## src/rtl/key_debounce_multi.sv

```systemverilog
// Multi-channel key conditioner: synchroniser, debounce filter, press/release pulses.
// Optional auto-repeat on held keys when KEY_REPEAT_EN is defined.
module key_debounce_multi #(
    parameter int N_KEYS        = 4,
    parameter int DEB_CYCLES    = 1000000,
    parameter int ACTIVE_LOW    = 1,
    parameter int HOLD_CYCLES   = 50000000,
    parameter int REPEAT_CYCLES = 10000000
) (
    input  logic              CLK,
    input  logic              Rstn,
    input  logic [N_KEYS-1:0] Key_In,
    output logic [N_KEYS-1:0] Key_Level,
    output logic [N_KEYS-1:0] Key_Press,
    output logic [N_KEYS-1:0] Key_Release
);

    localparam int CW = (DEB_CYCLES > 1) ? $clog2(DEB_CYCLES) : 1;
    localparam logic [CW-1:0] CNT_MAX = CW'(DEB_CYCLES - 1);
    localparam logic IDLE = (ACTIVE_LOW != 0);

    if (DEB_CYCLES < 1 || HOLD_CYCLES < 1 || REPEAT_CYCLES < 1) begin : g_bad
        $error("key_debounce_multi: cycle counts must be >= 1");
    end

    for (genvar i = 0; i < N_KEYS; i++) begin : g_ch
        logic          s1, s2;
        logic          p;
        logic          hit;
        logic          rpt;
        logic          lvl_q, prs_q, rel_q;
        logic [CW-1:0] cnt;

        assign p   = (ACTIVE_LOW != 0) ? ~s2 : s2;
        assign hit = (p != lvl_q) && (cnt == CNT_MAX);

        always_ff @(posedge CLK or negedge Rstn) begin
            if (!Rstn) begin
                s1 <= IDLE;
                s2 <= IDLE;
            end else begin
                s1 <= Key_In[i];
                s2 <= s1;
            end
        end

        always_ff @(posedge CLK or negedge Rstn) begin
            if (!Rstn) begin
                cnt   <= '0;
                lvl_q <= 1'b0;
                prs_q <= 1'b0;
                rel_q <= 1'b0;
            end else begin
                prs_q <= (hit & p) | rpt;
                rel_q <= hit & ~p;
                if (p == lvl_q) begin
                    cnt <= '0;
                end else if (hit) begin
                    cnt   <= '0;
                    lvl_q <= p;
                end else begin
                    cnt <= cnt + 1'b1;
                end
            end
        end

`ifdef KEY_REPEAT_EN
        localparam int HMAX = (HOLD_CYCLES > REPEAT_CYCLES) ?
                              HOLD_CYCLES : REPEAT_CYCLES;
        localparam int HW = (HMAX > 1) ? $clog2(HMAX) : 1;
        localparam logic [HW-1:0] HOLD_MAX = HW'(HOLD_CYCLES - 1);
        localparam logic [HW-1:0] REP_MAX  = HW'(REPEAT_CYCLES - 1);

        logic [HW-1:0] hold;
        logic          rep;

        // An accepted release outranks a repeat due on the same edge.
        assign rpt = lvl_q && !hit &&
                     (rep ? (hold == REP_MAX) : (hold == HOLD_MAX));

        always_ff @(posedge CLK or negedge Rstn) begin
            if (!Rstn) begin
                hold <= '0;
                rep  <= 1'b0;
            end else if (!lvl_q || hit) begin
                hold <= '0;
                rep  <= 1'b0;
            end else if (rpt) begin
                hold <= '0;
                rep  <= 1'b1;
            end else begin
                hold <= hold + 1'b1;
            end
        end
`else
        assign rpt = 1'b0;
`endif

        assign Key_Level[i]   = lvl_q;
        assign Key_Press[i]   = prs_q;
        assign Key_Release[i] = rel_q;
    end

endmodule

```

## config.mk

```make
export PLATFORM = sky130hd
export DESIGN_NAME = key_debounce_multi
export DESIGN_NICKNAME = d
export VERILOG_FILES = /design/src/rtl/key_debounce_multi.sv
export SDC_FILE = /design/constraint.sdc
export NUM_CORES = 1
export LEC_CHECK = 0
export CORE_MARGIN = 3
export CORE_UTILIZATION = 55
export DETAILED_ROUTE_END_ITERATION = 7
export DONT_BUFFER_PORTS = 1
export PLACE_DENSITY = 0.78
export SYNTH_ARGS = -nofsm -noshare
export SYNTH_HDL_FRONTEND = slang
export SYNTH_SLANG_ARGS = --single-unit
```

## constraint.sdc

```tcl
create_clock -name CLK -period 4.6 [get_ports CLK]
set_input_delay 0.46 -clock CLK [delete_from_list [all_inputs] [get_ports CLK]]
set_output_delay 0.46 -clock CLK [all_outputs]
set_load 0.01 [all_outputs]
```

==> results of run 1 <==
logic make-up after synthesis:
| logic type | after synthesis | synth area share, % |
|---|---|---|
| and+or+nand+nor | 223 | 24.6 |
| muxes | 3 | 0.678 |
| AOI/OAI and AO/OA | 51 | 6.67 |
| DFF | 100 | 52.3 |
| xor gates and xnor gates | 53 | 9.67 |
| buffers and inverters | 50 | 4.95 |
| adders and majority gates | 4 | 1.04 |
final cells by class:
cell class	count	area (µm²)
fill	672	3320
sequential	100	2510
clock inverter	5	60.1
timing repair buffer	2	35.0
multi-input combinational	334	2050
tap	105	131
inverter	23	86.3
clock buffer	11	141
cells in the mapped netlist, drive strengths merged:
cell type / instances / area [µm²]
xnor2: 40 / 350
or2: 8 / 50.1
o21ai: 9 / 56.3
clkbuf: 12 / 46.3
nand4: 20 / 138
and3: 6 / 37.5
nand2: 25 / 93.8
inv: 23 / 86.3
ha: 4 / 50.1
o21bai: 2 / 15.0
nand3: 25 / 130
or4: 13 / 101
and2: 1 / 6.26
buf: 15 / 105
a31o: 3 / 26.3
xor2: 13 / 114
o31ai: 12 / 90.1
a21oi: 23 / 115
or3: 13 / 82.6
nor3b: 1 / 7.51
dfrtp: 92 / 2300
dfstp: 8 / 210
nor4b: 5 / 43.8
nor4: 16 / 100
mux2i: 1 / 10.0
o41ai: 2 / 17.5
mux2: 2 / 22.5
and4: 2 / 17.5
or4b: 2 / 20.0
nor3: 15 / 75.1
nand3b: 2 / 15.0
nor2: 68 / 255
or3b: 1 / 8.76
through the flow:
stage	setup WS [ns]	utilization (%)	hold slack, ns	power [mW]
after floorplan	2.78	-	0.164	0.947
after global placement	2.59	57.4	0.167	0.955
after detailed placement	2.55	57.4	0.166	0.957
final	2.53	60.1	-0.0192	1.52
after global routing	2.34	60.1	0.0113	1.59
after CTS	2.51	60.1	0.0275	1.54
registers in the layout, indices dropped and copies added, names as in the netlist:
signal / flops
g_ch.prs_q: 4
g_ch.s1: 4
g_ch.s2: 4
g_ch.rel_q: 4
g_ch.lvl_q: 4
g_ch.cnt: 80
per-layer routing:
layer | GRT usage [%] | vias up
met1 | 26.2 | 1661
met4 | 5.99 | 0
met2 | 28.4 | 78
li1 | - | 1654
met5 | 0 | -
met3 | 5.33 | 8
power by group:
part	internal (mW)	switching, mW
clock	0.269	0.295
sequential	0.893	0.0119
combinational	0.0146	0.0374
total	1.18	0.344
repair_timing:
action	4_1_cts	5_1_grt
hold buffers	1	0
endpoints found under the hold margin	100	0
gates resized for setup	0	0
worst register-to-register path: cells and delay by family, from the launching register on:
| family | cells | cell delay [ns] |
|---|---|---|
| AOI/OAI and AO/OA | 2 | 0.68 |
| and+or+nand+nor | 2 | 0.54 |
| DFF | 1 | 0.44 |
| buffers and inverters | 1 | 0.30 |
path summary, 6_finish.rpt:
kind                           startpoint               to  slack [ns]  cells past startpoint
hold / removal                       Rstn  g_ch[2].cnt[14]       -0.02                      1
hold reg to reg                g_ch[3].s1       g_ch[3].s2        0.36                      0
min in group CLK                Key_In[2]       g_ch[2].s1        0.08                      0
setup reg to reg           g_ch[3].cnt[3]  g_ch[3].cnt[19]        2.53                      5
max in group asynchronous            Rstn       g_ch[0].s1        4.18                      1
setup / recovery           g_ch[3].cnt[3]  g_ch[3].cnt[19]        2.53                      5
==> qor.yml, run 1 <==
core_area_um2: 8340
layout_commonest_cell: "dfrtp_1"
postSynthAreaPerCell_um2: 9.92
ys_ff_latch: 100
cts_tree: "yes"
worstPathCellList: "and3_1 -> nand4_1 -> o21bai_1 -> buf_4 -> a21oi_1"
initial_core_util_pct: 57.5
ant_nets: 0
grt_overflow: 0
cap_violations: 0
slowest_delay_ns: 0.62
portBuffers: 0
cp.required_ns: 4.84
ir_drop_mv: 0.210
timing.final.crit_share_pct: 45.0
clockBufferDepth: 2
dpl.hpwl_um: 5690
antenna_found_initial: 0
syn_nets: 494
yosys.cell_types.count: 42
drtPass1Iterations: 5
antenna_cells: 0
top_layer_used: "met4"
grt_pass1_vias: 3279
cts_root_buffer: "clkbuf_8"
nets: 480
hold_ws_ns: -0.0192
numClockSinks: 100
p_per_area_nw_per_um2: 303
hold_violations: 8
layout-drive-gt1-share_pct: 8.84
wl_met2_um: 4050
drc: 0
mostFrequentLayoutCells: "dfrtp_1 (92), nor2_1 (68), xnor2_1 (40), nand2_1 (25), nand3_1 (24)"
die_height_um: 99.4
finalSetupViolCount: 0
crit_arrival_ns: 2.31
worst_slew_pin_slew_ns: 0.712
cts_htree_levels: 3
wl_met1_um: 3980
num_io_pins: 18
fmax_ghz: 0.483
finalClockSkew_ns: 0.00776
path_clk_slew_ns: 0.09
crit_fanout: 11
via_per_inst: 5.86
path_class: "register to register"
min_path_type: "input pin to async pin"
clkLatencyLatePin_ns: 0.36
die_area_um2: 9880
dpl.cell_count: 563
numCtsBuffers: 9
num_vias: 3401
grt_max_degree: 101
end_kind: "register"
p_leak_nw: 1.96
yosysWarningCount: 0
violations: "negative hold slack"
status: "finished, violations left"
relSlewSlack_pct: 52.4
drv_slew: 0
min_period_ns: 2.07
fin_cells: 580
syn_inst: 484
design_area_um2: 5020
crit_slowest_cell: "o21bai_1"
num_rows: 33
route.met3.wl_um: 375
die_w_um: 99.4
cp_top_family: "compound AO/OA/AOI/OAI gates"
finalSetupTns_ns: 0
drtIter0Drc: 181
avgRoutedWirePerCell_um: 14.6
gp_congestion: 0.852
ys_seq_area_share_pct: 52.3
startpoint_type: "register"
rsz0062_at_grt: "no"
worst-path-buf-inv: 1
cts_setup_buffers: 0
drt-total-wl_um: 8490
grt_pass1_wl_um: 15100
grt_util_all_layers_pct: 18.7
area_delta_synth_final_pct: 4.51
dpl-instance-area_um2: 4790
synth_area_um2: 4800
Power figures use the tool's default switching activity.
==> run 2: changes to the inputs <==
- PLACE_DENSITY: 0.78 -> 0.81
- clock period: 4.6 -> 1.8 ns (I/O delays scaled with it)
==> run 2 against run 1 <==
Against the previous run: the run still ends with negative hold slack left; first-iteration DRC count decreased by 22%; sequential power grew to 2.6 times the previous value; wire length up 11%; sequential share of layout area is 4.3 points lower; largest cell class unchanged; highest routed layer unchanged.
==> qor.yml, run 2 (synthesis results as in run 1) <==
hold_ws_ns: -0.494  # -0.475 ns
min_path_type: "input pin to async pin"
startpoint_type: "register"
fin_cells: 627  # +8.1%
drv_slew: 0  # unchanged
status: "finished, violations left"
initial_core_util_pct: 57.5  # unchanged
p_per_area_nw_per_um2: 702  # +130%
finalSetupTns_ns: 0  # unchanged
core_area_um2: 8340  # unchanged
via_per_inst: 5.77  # -1.5%
timing.final.crit_share_pct: 98.2  # +53 points
die_height_um: 99.4  # unchanged
worst-r2r-cell-count: 4  # -1
die_area_um2: 9880  # unchanged
ir_drop_mv: 0.434  # +110%
grt_overflow: 0  # unchanged
rrSetupSlack_ns: 0.03  # -2.50 ns
grt_util_all_layers_pct: 19.8  # +1.1 points
hold_violations: 100  # +92
fin_ws_ns: 0.0319  # -2.50 ns
num_rows: 33  # unchanged
gp_congestion: 0.904  # +6.1%
cts_htree_levels: 3  # unchanged
cap_violations: 0  # unchanged
cts_tree: "yes"
path_clk_slew_ns: 0.09  # about the same
largest_reg_flops: 80  # unchanged
largest_register: "g_ch.cnt"
area_delta_synth_final_pct: 14.3
die_w_um: 99.4  # unchanged
worst_slew_pin_slew_ns: 0.516  # -0.197 ns
grt_pass1_vias: 3623  # +10%
final_util_pct: 65.8  # +5.6 points
crit_fanout: 8  # -3
reg2reg_from: "g_ch[3].cnt[13]"
num_vias: 3620  # +6.4%
post-place-ws_ns: -0.0838  # -2.63 ns
finalClockSkew_ns: 0.00960  # +0.00184 ns
ant_nets: 0  # unchanged
num_io_pins: 18  # unchanged
drtPass1Iterations: 4  # -1
fmax_ghz: 0.566  # +17%
portBuffers: 0  # unchanged
rr_endpoint: "g_ch[3].cnt[18]"
grt_max_degree: 101  # unchanged
antenna_found_initial: 0  # unchanged
layout_commonest_cell: "dfrtp_1"
end_kind: "register"
path_class: "register to register"
avgRoutedWirePerCell_um: 15.0  # +2.5%
crit_arrival_ns: 2.05  # -0.26 ns
grt_pass1_wl_um: 15900  # +5.4%
antenna_cells: 0  # unchanged
clkLatencyLatePin_ns: 0.36  # about the same
layout-drive-gt1-share_pct: 19.2  # +10 points
mostFrequentLayoutCells: "dfrtp_1 (92), nor2_1 (68), buf_4 (42), xnor2_1 (40), nand2_1 (25)"
drt-total-wl_um: 9420  # +11%
p_leak_nw: 2.20  # +12%
drtIter0Drc: 141  # -22%
finalSetupViolCount: 0  # unchanged
cp.required_ns: 2.09  # -2.75 ns
drc: 0  # unchanged
numCtsBuffers: 9  # unchanged
nets: 527  # +9.8%
min_period_ns: 1.77  # -0.302 ns
dpl.hpwl_um: 6400  # +12%
cts_hold_buf: 4  # +3
relSlewSlack_pct: 65.1  # +13 points
dpl.cell_count: 601  # +6.7%
cts_root_buffer: "clkbuf_8"
rsz0062_at_grt: "yes"
violations: "negative hold slack"
total_power_mw: 3.85  # +150%
numClockSinks: 100  # unchanged
clockBufferDepth: 2  # unchanged
run 2: cell types whose count changed in the layout (fill, tap and decap cells not counted), sizes merged:
cell,change
inv,-1
clkbuf,+1
buf,+43
clkinvlp,+2
clkinv,-2
dlygate4sd3,+4
run 2: power breakdown:
group          internal [mW]  switching [mW]
registers               2.28          0.0322
clock network          0.645           0.746
logic                 0.0712          0.0725
total                   3.00           0.851
run 2: how the worst max path moves through the flow:
stage / depth (start not counted) / endpoint / startpoint
after floorplan: 5 / g_ch[2].cnt[1] / g_ch[2].cnt[0]
after global placement: 4 / g_ch[0].lvl_q / g_ch[0].cnt[15]
after detailed placement: 4 / g_ch[0].lvl_q / g_ch[0].cnt[15]
after CTS: 5 / g_ch[0].cnt[18] / g_ch[0].cnt[0]
after global routing: 5 / g_ch[0].cnt[18] / g_ch[0].cnt[0]
final: 4 / g_ch[3].cnt[18] / g_ch[3].cnt[13]
run 2: cell type report:
class | count | area [µm²]
fillers | 650 | 2850
flip-flops and latches | 100 | 2510
multi-input cells | 334 | 2160
repair buffers | 49 | 407
clock buffers | 12 | 135
well taps | 105 | 131
inverters | 23 | 86.3
clock inverters | 4 | 52.6
run 2: worst max-delay path, cell delays in order (launching register included):
cell	delay (ns)
dfrtp_1	0.39
nand4_1	0.18
or3_4	0.48
or4_1	0.48
a21oi_1	0.17
run 2: through the flow:
step	area (µm²)	hold slack, ns
2_1_floorplan	4800	-0.116
3_3_place_gp	5100	-0.113
3_5_place_dp	5100	-0.113
4_1_cts	5340	-0.517
5_1_grt	5490	-0.525
6_report	5490	-0.494
run 2: routing by layer:
| metal | vias up | wire [µm] | global-route usage, % |
|---|---|---|---|
| li1 | 1745 | - | - |
| met1 | 1809 | 4180 | 25.2 |
| met2 | 58 | 4860 | 33.2 |
| met3 | 8 | 284 | 5.33 |
| met4 | 0 | 91 | 5.78 |
| met5 | - | 0 | 0 |
run 2: timing repair:
item                                    in CTS  in global routing
hold endpoints to repair                   104                100
gates resized for setup                      5                 19
buffers inserted                             0                  6
endpoints found under the setup margin      19                 45
pin swaps                                    0                  6
